[config.mk]
export PLATFORM = sky130hd
export DESIGN_NAME = gumnut_alu_seq_flat
export DESIGN_NICKNAME = d
export VERILOG_FILES = /design/src/rtl/gumnut_alu_pkg.sv /design/src/rtl/gumnut_alu_seq_if.sv /design/src/rtl/gumnut_alu_arith.sv /design/src/rtl/gumnut_alu_seq.sv /design/src/flat_wrapper.sv
export SDC_FILE = /design/constraint.sdc
export NUM_CORES = 1
export LEC_CHECK = 0
export CAP_MARGIN = 15
export CORE_MARGIN = 2
export CORE_UTILIZATION = 42
export CTS_BUF_LIST = sky130_fd_sc_hd__clkbuf_4 sky130_fd_sc_hd__clkbuf_8
export DETAILED_ROUTE_END_ITERATION = 16
export GPL_ROUTABILITY_DRIVEN = 1
export GPL_TIMING_DRIVEN = 0
export PLACE_DENSITY_LB_ADDON = 0.15
export SLEW_MARGIN = 25
export SYNTH_ARGS = -nofsm -noshare
export SYNTH_HDL_FRONTEND = slang
export SYNTH_SLANG_ARGS = --single-unit
[constraint.sdc]
create_clock -name clk_i -period 2.8 [get_ports clk_i]
set_input_delay 0.42 -clock clk_i [delete_from_list [all_inputs] [get_ports clk_i]]
set_output_delay 0.42 -clock clk_i [all_outputs]
set_load 0.01 [all_outputs]
[src/rtl/gumnut_alu_pkg.sv]
// rtl/gumnut_alu_pkg.sv - Gumnut ALU function encodings and sequencer state type.
package gumnut_alu_pkg;

    localparam logic [2:0] ALU_ADD  = 3'd0;
    localparam logic [2:0] ALU_ADDC = 3'd1;
    localparam logic [2:0] ALU_SUB  = 3'd2;
    localparam logic [2:0] ALU_SUBC = 3'd3;
    localparam logic [2:0] ALU_AND  = 3'd4;
    localparam logic [2:0] ALU_OR   = 3'd5;
    localparam logic [2:0] ALU_XOR  = 3'd6;
    localparam logic [2:0] ALU_MASK = 3'd7;

    localparam logic [1:0] SH_SHL = 2'd0;
    localparam logic [1:0] SH_SHR = 2'd1;
    localparam logic [1:0] SH_ROL = 2'd2;
    localparam logic [1:0] SH_ROR = 2'd3;

    typedef enum logic [1:0] {
        ST_IDLE  = 2'd0,
        ST_SHIFT = 2'd1,
        ST_DONE  = 2'd2
    } state_e;

endpackage

[src/rtl/gumnut_alu_seq_if.sv]
// rtl/gumnut_alu_seq_if.sv - request/response bundle of the sequenced Gumnut ALU.
// Overflow signals v_o/cc_v_o exist only with GUMNUT_ALU_OVF_EN defined.
interface gumnut_alu_seq_if #(parameter int DATA_W = 8);
    localparam int CNT_W = $clog2(DATA_W);

    logic              req_valid_i;
    logic              req_ready_o;
    logic              op_class_i;
    logic [2:0]        alu_fn_i;
    logic [1:0]        shift_fn_i;
    logic [DATA_W-1:0] a_i;
    logic [DATA_W-1:0] b_i;
    logic [CNT_W-1:0]  count_i;
    logic              cc_wr_i;
    logic              rsp_valid_o;
    logic              rsp_ready_i;
    logic [DATA_W-1:0] result_o;
    logic              z_o;
    logic              c_o;
    logic              cc_z_o;
    logic              cc_c_o;
`ifdef GUMNUT_ALU_OVF_EN
    logic              v_o;
    logic              cc_v_o;

    modport master (
        output req_valid_i, op_class_i, alu_fn_i, shift_fn_i, a_i, b_i, count_i, cc_wr_i, rsp_ready_i,
        input  req_ready_o, rsp_valid_o, result_o, z_o, c_o, cc_z_o, cc_c_o, v_o, cc_v_o
    );
    modport slave (
        input  req_valid_i, op_class_i, alu_fn_i, shift_fn_i, a_i, b_i, count_i, cc_wr_i, rsp_ready_i,
        output req_ready_o, rsp_valid_o, result_o, z_o, c_o, cc_z_o, cc_c_o, v_o, cc_v_o
    );
`else
    modport master (
        output req_valid_i, op_class_i, alu_fn_i, shift_fn_i, a_i, b_i, count_i, cc_wr_i, rsp_ready_i,
        input  req_ready_o, rsp_valid_o, result_o, z_o, c_o, cc_z_o, cc_c_o
    );
    modport slave (
        input  req_valid_i, op_class_i, alu_fn_i, shift_fn_i, a_i, b_i, count_i, cc_wr_i, rsp_ready_i,
        output req_ready_o, rsp_valid_o, result_o, z_o, c_o, cc_z_o, cc_c_o
    );
`endif

endinterface

[src/rtl/gumnut_alu_arith.sv]
// rtl/gumnut_alu_arith.sv - combinational Gumnut arith/logic unit with carry/borrow.
// Signed overflow output v_o exists only with GUMNUT_ALU_OVF_EN defined.
module gumnut_alu_arith
    import gumnut_alu_pkg::*;
#(
    parameter int DATA_W = 8
) (
    input  logic [2:0]        alu_fn_i,
    input  logic [DATA_W-1:0] a_i,
    input  logic [DATA_W-1:0] b_i,
    input  logic              cin_i,
`ifdef GUMNUT_ALU_OVF_EN
    output logic              v_o,
`endif
    output logic [DATA_W-1:0] result_o,
    output logic              c_o
);

    logic [DATA_W:0] a_x;
    logic [DATA_W:0] b_x;
    logic [DATA_W:0] cin_x;
    logic [DATA_W:0] sum_x;
    logic [DATA_W:0] diff_x;
    logic [DATA_W:0] res_x;
    logic            use_cin;

    // Bit DATA_W of the widened result is the carry for adds and the borrow for subtracts.
    always_comb begin
        use_cin = cin_i && ((alu_fn_i == ALU_ADDC) || (alu_fn_i == ALU_SUBC));
        a_x     = {1'b0, a_i};
        b_x     = {1'b0, b_i};
        cin_x   = {{DATA_W{1'b0}}, use_cin};
        sum_x   = a_x + b_x + cin_x;
        diff_x  = a_x - b_x - cin_x;
        case (alu_fn_i)
            ALU_ADD, ALU_ADDC: res_x = sum_x;
            ALU_SUB, ALU_SUBC: res_x = diff_x;
            ALU_AND:           res_x = {1'b0, a_i & b_i};
            ALU_OR:            res_x = {1'b0, a_i | b_i};
            ALU_XOR:           res_x = {1'b0, a_i ^ b_i};
            default:           res_x = {1'b0, a_i & ~b_i};
        endcase
    end

    assign result_o = res_x[DATA_W-1:0];
    assign c_o      = res_x[DATA_W];

`ifdef GUMNUT_ALU_OVF_EN
    localparam int MSB = DATA_W - 1;

    always_comb begin
        v_o = 1'b0;
        case (alu_fn_i)
            ALU_ADD, ALU_ADDC: v_o = (a_i[MSB] == b_i[MSB]) && (result_o[MSB] != a_i[MSB]);
            ALU_SUB, ALU_SUBC: v_o = (a_i[MSB] != b_i[MSB]) && (result_o[MSB] != a_i[MSB]);
            default:           v_o = 1'b0;
        endcase
    end
`endif

endmodule

[src/rtl/gumnut_alu_seq.sv]
// rtl/gumnut_alu_seq.sv - sequenced Gumnut ALU: handshake FSM, shifter, condition codes.
// Optional overflow flag and cc_v register enabled by GUMNUT_ALU_OVF_EN.
module gumnut_alu_seq
    import gumnut_alu_pkg::*;
#(
    parameter int DATA_W     = 8,
    parameter int ITER_SHIFT = 0
) (
    input  logic             clk_i,
    input  logic             rst_i,
    gumnut_alu_seq_if.slave  bus
);

    localparam int CNT_W = $clog2(DATA_W);

    state_e            state_q, state_d;
    logic [DATA_W-1:0] result_q, result_d;
    logic              z_q, z_d;
    logic              c_q, c_d;
    logic [CNT_W-1:0]  cnt_q, cnt_d;
    logic [1:0]        sfn_q, sfn_d;
    logic              wr_q, wr_d;
    logic              cc_z_q, cc_z_d;
    logic              cc_c_q, cc_c_d;

    logic [DATA_W-1:0] ar_res;
    logic              ar_c;
`ifdef GUMNUT_ALU_OVF_EN
    logic              ar_v;
    logic              v_q, v_d;
    logic              cc_v_q, cc_v_d;
`endif

    gumnut_alu_arith #(.DATA_W(DATA_W)) u_arith (
        .alu_fn_i (bus.alu_fn_i),
        .a_i      (bus.a_i),
        .b_i      (bus.b_i),
        .cin_i    (cc_c_q),
`ifdef GUMNUT_ALU_OVF_EN
        .v_o      (ar_v),
`endif
        .result_o (ar_res),
        .c_o      (ar_c)
    );

    // Single-cycle shifter; also serves zero-count shifts in iterative builds.
    logic [DATA_W:0]   shl_ext;
    logic [DATA_W:0]   shr_ext;
    logic [CNT_W:0]    inv_cnt;
    logic [DATA_W-1:0] bs_res;
    logic              bs_c;

    always_comb begin
        shl_ext = {1'b0, bus.a_i} << bus.count_i;
        shr_ext = {bus.a_i, 1'b0} >> bus.count_i;
        inv_cnt = (CNT_W+1)'(DATA_W) - {1'b0, bus.count_i};
        case (bus.shift_fn_i)
            SH_SHL: begin
                bs_res = shl_ext[DATA_W-1:0];
                bs_c   = shl_ext[DATA_W];
            end
            SH_SHR: begin
                bs_res = shr_ext[DATA_W:1];
                bs_c   = shr_ext[0];
            end
            SH_ROL: begin
                bs_res = (bus.a_i << bus.count_i) | (bus.a_i >> inv_cnt);
                bs_c   = bs_res[0];
            end
            default: begin
                bs_res = (bus.a_i >> bus.count_i) | (bus.a_i << inv_cnt);
                bs_c   = bs_res[DATA_W-1];
            end
        endcase
    end

    // One-bit step of the iterative shifter, applied to the result register.
    logic [DATA_W-1:0] st_res;
    logic              st_c;

    always_comb begin
        case (sfn_q)
            SH_SHL: begin
                st_res = {result_q[DATA_W-2:0], 1'b0};
                st_c   = result_q[DATA_W-1];
            end
            SH_SHR: begin
                st_res = {1'b0, result_q[DATA_W-1:1]};
                st_c   = result_q[0];
            end
            SH_ROL: begin
                st_res = {result_q[DATA_W-2:0], result_q[DATA_W-1]};
                st_c   = result_q[DATA_W-1];
            end
            default: begin
                st_res = {result_q[0], result_q[DATA_W-1:1]};
                st_c   = result_q[0];
            end
        endcase
    end

    always_comb begin
        state_d  = state_q;
        result_d = result_q;
        z_d      = z_q;
        c_d      = c_q;
        cnt_d    = cnt_q;
        sfn_d    = sfn_q;
        wr_d     = wr_q;
        cc_z_d   = cc_z_q;
        cc_c_d   = cc_c_q;
`ifdef GUMNUT_ALU_OVF_EN
        v_d      = v_q;
        cc_v_d   = cc_v_q;
`endif
        case (state_q)
            ST_IDLE: begin
                if (bus.req_valid_i) begin
                    wr_d  = bus.cc_wr_i;
                    sfn_d = bus.shift_fn_i;
                    cnt_d = bus.count_i;
`ifdef GUMNUT_ALU_OVF_EN
                    v_d   = 1'b0;
`endif
                    if (!bus.op_class_i) begin
                        result_d = ar_res;
                        c_d      = ar_c;
                        z_d      = (ar_res == '0);
`ifdef GUMNUT_ALU_OVF_EN
                        v_d      = ar_v;
`endif
                        state_d  = ST_DONE;
                    end else if ((ITER_SHIFT == 0) || (bus.count_i == '0)) begin
                        result_d = bs_res;
                        c_d      = bs_c;
                        z_d      = (bs_res == '0);
                        state_d  = ST_DONE;
                    end else begin
                        result_d = bus.a_i;
                        c_d      = 1'b0;
                        z_d      = 1'b0;
                        state_d  = ST_SHIFT;
                    end
                end
            end
            ST_SHIFT: begin
                result_d = st_res;
                c_d      = st_c;
                z_d      = (st_res == '0);
                cnt_d    = cnt_q - 1'b1;
                if (cnt_q == CNT_W'(1)) begin
                    state_d = ST_DONE;
                end
            end
            ST_DONE: begin
                if (bus.rsp_ready_i) begin
                    state_d = ST_IDLE;
                    if (wr_q) begin
                        cc_z_d = z_q;
                        cc_c_d = c_q;
`ifdef GUMNUT_ALU_OVF_EN
                        cc_v_d = v_q;
`endif
                    end
                end
            end
            default: state_d = ST_IDLE;
        endcase
    end

    always_ff @(posedge clk_i or posedge rst_i) begin
        if (rst_i) begin
            state_q  <= ST_IDLE;
            result_q <= '0;
            z_q      <= 1'b0;
            c_q      <= 1'b0;
            cnt_q    <= '0;
            sfn_q    <= SH_SHL;
            wr_q     <= 1'b0;
            cc_z_q   <= 1'b0;
            cc_c_q   <= 1'b0;
`ifdef GUMNUT_ALU_OVF_EN
            v_q      <= 1'b0;
            cc_v_q   <= 1'b0;
`endif
        end else begin
            state_q  <= state_d;
            result_q <= result_d;
            z_q      <= z_d;
            c_q      <= c_d;
            cnt_q    <= cnt_d;
            sfn_q    <= sfn_d;
            wr_q     <= wr_d;
            cc_z_q   <= cc_z_d;
            cc_c_q   <= cc_c_d;
`ifdef GUMNUT_ALU_OVF_EN
            v_q      <= v_d;
            cc_v_q   <= cc_v_d;
`endif
        end
    end

    assign bus.req_ready_o = (state_q == ST_IDLE);
    assign bus.rsp_valid_o = (state_q == ST_DONE);
    assign bus.result_o    = result_q;
    assign bus.z_o         = z_q;
    assign bus.c_o         = c_q;
    assign bus.cc_z_o      = cc_z_q;
    assign bus.cc_c_o      = cc_c_q;
`ifdef GUMNUT_ALU_OVF_EN
    assign bus.v_o         = v_q;
    assign bus.cc_v_o      = cc_v_q;
`endif

endmodule

[src/flat_wrapper.sv]
// flat-port wrapper written by rule: the top's interface ports become plain ports
module gumnut_alu_seq_flat import gumnut_alu_pkg::*;
#(
    parameter int DATA_W     = 8,
    parameter int ITER_SHIFT = 0
)
  (clk_i, rst_i, bus_req_valid_i, bus_op_class_i, bus_alu_fn_i, bus_shift_fn_i, bus_a_i, bus_b_i, bus_count_i, bus_cc_wr_i, bus_rsp_ready_i, bus_req_ready_o, bus_rsp_valid_o, bus_result_o, bus_z_o, bus_c_o, bus_cc_z_o, bus_cc_c_o);
  gumnut_alu_seq_if #(.DATA_W(DATA_W)) bus_i ();
  input  logic clk_i;
  input  logic rst_i;
  input wire logic [$bits(bus_i.req_valid_i)-1:0] bus_req_valid_i;
  input wire logic [$bits(bus_i.op_class_i)-1:0] bus_op_class_i;
  input wire logic [$bits(bus_i.alu_fn_i)-1:0] bus_alu_fn_i;
  input wire logic [$bits(bus_i.shift_fn_i)-1:0] bus_shift_fn_i;
  input wire logic [$bits(bus_i.a_i)-1:0] bus_a_i;
  input wire logic [$bits(bus_i.b_i)-1:0] bus_b_i;
  input wire logic [$bits(bus_i.count_i)-1:0] bus_count_i;
  input wire logic [$bits(bus_i.cc_wr_i)-1:0] bus_cc_wr_i;
  input wire logic [$bits(bus_i.rsp_ready_i)-1:0] bus_rsp_ready_i;
  output wire logic [$bits(bus_i.req_ready_o)-1:0] bus_req_ready_o;
  output wire logic [$bits(bus_i.rsp_valid_o)-1:0] bus_rsp_valid_o;
  output wire logic [$bits(bus_i.result_o)-1:0] bus_result_o;
  output wire logic [$bits(bus_i.z_o)-1:0] bus_z_o;
  output wire logic [$bits(bus_i.c_o)-1:0] bus_c_o;
  output wire logic [$bits(bus_i.cc_z_o)-1:0] bus_cc_z_o;
  output wire logic [$bits(bus_i.cc_c_o)-1:0] bus_cc_c_o;
  assign bus_i.req_valid_i = bus_req_valid_i;
  assign bus_i.op_class_i = bus_op_class_i;
  assign bus_i.alu_fn_i = bus_alu_fn_i;
  assign bus_i.shift_fn_i = bus_shift_fn_i;
  assign bus_i.a_i = bus_a_i;
  assign bus_i.b_i = bus_b_i;
  assign bus_i.count_i = bus_count_i;
  assign bus_i.cc_wr_i = bus_cc_wr_i;
  assign bus_i.rsp_ready_i = bus_rsp_ready_i;
  assign bus_req_ready_o = bus_i.req_ready_o;
  assign bus_rsp_valid_o = bus_i.rsp_valid_o;
  assign bus_result_o = bus_i.result_o;
  assign bus_z_o = bus_i.z_o;
  assign bus_c_o = bus_i.c_o;
  assign bus_cc_z_o = bus_i.cc_z_o;
  assign bus_cc_c_o = bus_i.cc_c_o;
  gumnut_alu_seq #(.DATA_W(DATA_W), .ITER_SHIFT(ITER_SHIFT)) u_core (.clk_i(clk_i), .rst_i(rst_i), .bus(bus_i));
endmodule
==> results <==
- The post-detailed-routing wire length is 10,500 um.
- During synthesis, Yosys emitted a total of 0 warnings.
- For met3 alone, demand over resource in global routing was 1.93%.
- The number of hold violations in the final report came to 0.
- Entering global routing, the biggest net connects 20 pins.
- The core footprint is about 7700 um2.
- The buffer levels on the longest clock path is 2.
- The most common flop cell mapped by yosys is sky130_fd_sc_hd__dfrtp_1.
- The worst IR drop on VDD is 0.161 mV.
- Across all setup checks in the final design, the least slack found is -0.0879 ns.
- The power density normalized to cell area is 345 nW/um2.
- The origin of the worst setup path is bus_b_i[2].
- The synthesized netlist devotes 3.57% of its cell area to XOR and XNOR gates.
- The internal power is 0.000851 W.
- After detailed routing, the average wire length per cell comes to roughly 19 um.
- The floorplan step set the die height to between 90 and 100 um.
- Traced cell by cell, the critical path runs through clkdlybuf4s50_1 -> inv_1 -> ha_2 -> and3b_1 -> o2111a_1 -> a311o_1 -> a221oi_2 -> or3b_1 -> o211ai_1.
- For met2 alone, demand over resource in global routing was 39.8%.
- The detailed-route DRC error count is 0.
- The final weighted congestion in routability-driven placement is 0.926.
- The checks that failed: setup timing.
- A synthesized cell averages 8.04 um2.
- The startpoint identified for the worst hold timing path is u_core.wr_q.
- The maximum fanout along the worst path is 6.
- The fmax is 346 MHz.
- The number of global-route vias before repair is roughly 3.2k.
- The combined area of all synthesized cells is 3370 um2.
- The routed design could run at a clock period as short as 2.89 ns.
- In this run the static leakage power is 1.78 nW.
- Dividing the final minimum period by the clock period gives 103%.
- The flow ran to the end, but the final reports show violations.
- For this run, the post-layout net count is between 500 and 600.
- The synthesized netlist devotes around a fifth of its cell area to compound gates.
- The clock net in this run drives a total of 14 sinks.
- The worst-case reg-to-reg path depth is 11.
- At the later pin of the worst-skew pair, clock insertion delay measures roughly 0.24 ns.
- When the netlist entered floorplanning its net count stood at 483.
- The number of maximum-capacitance constraint violations is 0.
- STA classifies the critical path startpoint as an input pin.
- The worst hold path passes through 2 cells.
- The layer flagged by global routing as most heavily used is met2.
- The final count of negative-setup-slack endpoints is 2.
- The number of hold buffers added after cts is 0.
- The global-route usage over all layers is 24.3%.
- The sum of overflow across all layers after global routing is 0.
- Once detail routing completed, the nets flagged for antenna violations numbered 0.
- The initial antenna violation count came to 0.
- The critical path capture point type is a register.
- The H-tree depth is 1.
- Synthesis handed over a netlist of 419 instances.
- At the worst endpoint, the required time is 2.96 ns.
- The TritonCTS clock tree is done.
- The arrival time of the worst setup path is about 3 ns.
- After detailed routing, the number of vias per cell comes to 6.25.
- After the first detailed-routing iteration, the DRC count stood at ~410.
- For this design the total switching power over the nets is between 0.0006 and 0.0007 W.
- At the pin with the least slew margin, the transition time is 0.570 ns.
- The kind of critical path is input pin to register.
- The relative contribution of sequential cells to total power is 19.5%.
- The first TritonRoute pass finished after 5 iterations.
- The initial core utilization is 43.6%.
- The worst hold path belongs to the class register to register.
- Across the routed clock network, the largest skew measured is about 0.00022 ns.
- The number of clock buffers added by TritonCTS is 3.
- The dominant combinational cell family by area after synthesis is compound AO/OA/AOI/OAI gates.
- After synthesis, flip-flops and latches occupy 10.4% of the total area.
- Pin placement for this block handled 44 I/O pins.
- The stage delay of the slowest cell on the critical path is 0.55 ns.
- The number of flops mapped to enable cells by yosys is 0.
- The wire length of the first global-routing pass is 17,100 um.
- After synthesis the netlist holds a flip-flop and latch count of 14.
- The synthesis-to-finish area growth is 26.0%.
- Combinational cells account for 67.3% of the total power.
- The row count is 32.
- Setup repair after global routing could not meet its margin everywhere.
- After Yosys synthesis, and, or, nand and nor cells account for 20.9% of the synthesized area.
- The final number of max-transition violations was 0.
- For this run, asynchronously set or reset flops after synthesis account for 100%.
- The worst-path cell with the longest stage delay is sky130_fd_sc_hd__clkdlybuf4s50_1.
- Net switching is 41.8% of the power.
- During placement, the flow inserted port buffers numbering 39.
- The global-route met1 utilization is about a third.
- After clock tree synthesis, the clock-pin slew on the worst setup and hold paths is about 0.05 ns.
- The die covers just under 9000 um2.
- The final route contains 3,544 vias.
- The tree is rooted in a sky130_fd_sc_hd__clkbuf_8.
- Prior to clock tree synthesis, the placed netlist has a worst setup slack of -1.16 ns.
- The worst hold slack is 0.481 ns.
- 0 antenna diodes ended up in the layout.
- Detailed placement finished with a half-perimeter wire length of 8210 um.
- Per report_power, the clock group accounts for between 10% and 20% of the total.
- The die width is 93.5 um.
- The post-synthesis cell type count is 68.
- Of the total synthesized cell area, the portion taken by full adders, half adders and majority gates is 13.5%.
- The worst max-slew margin expressed relative to the limit is 62.0%.
- The worst reg2reg path startpoint is u_core.bus.cc_c_o.
- The fraction of final layout cells with drive strength greater than 1 is 22.6%.
- The multiplexer share of the synthesized area is 20.6%.
## layout make-up
| class | count | area (um2) |
|---|---|---|
| Fill cell | 730 | 3480 |
| Multi-Input combinational cell | 336 | 2910 |
| Timing Repair Buffer | 44 | 412 |
| Sequential cell | 14 | 350 |
| Buffer | 32 | 255 |
| Inverter | 35 | 138 |
| Tap cell | 102 | 128 |
| Clock buffer | 4 | 55.1 |
## power by group through the flow
stage / registers, W / clock network, W / logic (W)
2_1_floorplan: 0.000307 / 0 / 0.000541
3_3_place_gp: 0.000288 / 0 / 0.000858
3_5_place_dp: 0.000290 / 0 / 0.000862
4_1_cts: 0.000285 / 0.000198 / 0.000927
5_1_grt: 0.000292 / 0.000211 / 0.00107
6_report: 0.000285 / 0.000193 / 0.000985
## cells by family after synthesis
family          Yosys count
flops                    14
fa+ha+maj                34
simple gates            138
xor+xnor                 12
mux                      53
buf+inv                  69
compound gates           99
## worst paths after layout
path	endpoint	slack (ns)
max	u_core.bus.z_o	-0.09
min	u_core.wr_q	0.48
max reg2reg	u_core.bus.z_o	-0.07
min reg2reg	u_core.wr_q	0.48
max in group asynchronous	u_core.bus.result_o[1]	1.96
min in group asynchronous	u_core.wr_q	0.51
## registers in the layout (all words and copies together), names as in the netlist
register	count
u_core.bus.cc_c_o	1
u_core.wr_q	1
u_core.bus.c_o	1
u_core.bus.cc_z_o	1
u_core.bus.result_o	8
u_core.bus.z_o	1
u_core.state_q	1
## stage by stage
| step | setup TNS, ns | power (W) | instance area [um2] | util, % | cells |
|---|---|---|---|---|---|
| global route | -0.280 | 0.00157 | 4240 | 54.9 | 567 |
| finish | -0.0983 | 0.00146 | 4240 | 54.9 | 567 |
| global placement | -8.89 | 0.00115 | 3920 | 50.7 | 560 |
| CTS | -0.0240 | 0.00141 | 4160 | 53.8 | 567 |
| floorplan | -0.0825 | 0.000848 | 3400 | - | 419 |
| detailed placement | -9.05 | 0.00115 | 3920 | 50.7 | 560 |
## Yosys cell counts (all sizes together), types with 3 or more instances
library cell / instances / area (um2)
ha: 30 / 375
or3: 3 / 18.8
nand3: 7 / 35.0
nand2: 30 / 113
xor2: 4 / 42.6
nor2b: 9 / 56.3
nand4: 4 / 25.0
nor3: 23 / 126
buf: 23 / 160
dfrtp: 14 / 350
nand2b: 12 / 75.1
o22ai: 3 / 18.8
fa: 4 / 80.1
a221oi: 6 / 58.8
a31oi: 6 / 37.5
mux4: 11 / 259
nor2: 33 / 124
mux2i: 31 / 310
o211ai: 4 / 30.0
a211oi: 9 / 72.6
nor4: 7 / 43.8
a21o: 5 / 37.5
xnor2: 8 / 77.6
clkbuf: 11 / 41.3
o2bb2ai: 3 / 26.3
mux2: 11 / 124
o21ai: 22 / 110
o21bai: 3 / 22.5
a21oi: 13 / 65.1
inv: 35 / 131
## critical path, delay by kind of cell
kind	cells	cell delay, ns
adders and majority gates	1	0.35
buffers and inverters	2	0.62
AOI/OAI and AO/OA	4	1.04
and+or+nand+nor	2	0.62
## what timing repair did
action                                  CTS  global route
endpoints found under the setup margin   10             8
pin swaps                                11            11
setup buffers                             5             0
gates resized for setup                  75            22
## layer usage
metal | wire length [um] | up-vias
met5 | 0 | -
met4 | 257 | 0
met3 | 772 | 30
met2 | 4850 | 195
met1 | 4650 | 1684
li1 | - | 1635
## placed cells by master (no fill, tap or decap), drive strengths merged, types with 13 or more instances in the layout
master         count
nor2              33
clkdlybuf4s50     25
mux2i             31
inv               34
a21oi             13
clkbuf            17
nor3              23
dfrtp             14
o21ai             22
buf               28
ha                30
nand2             30
Note: power is estimated with default switching activity, not from simulation.
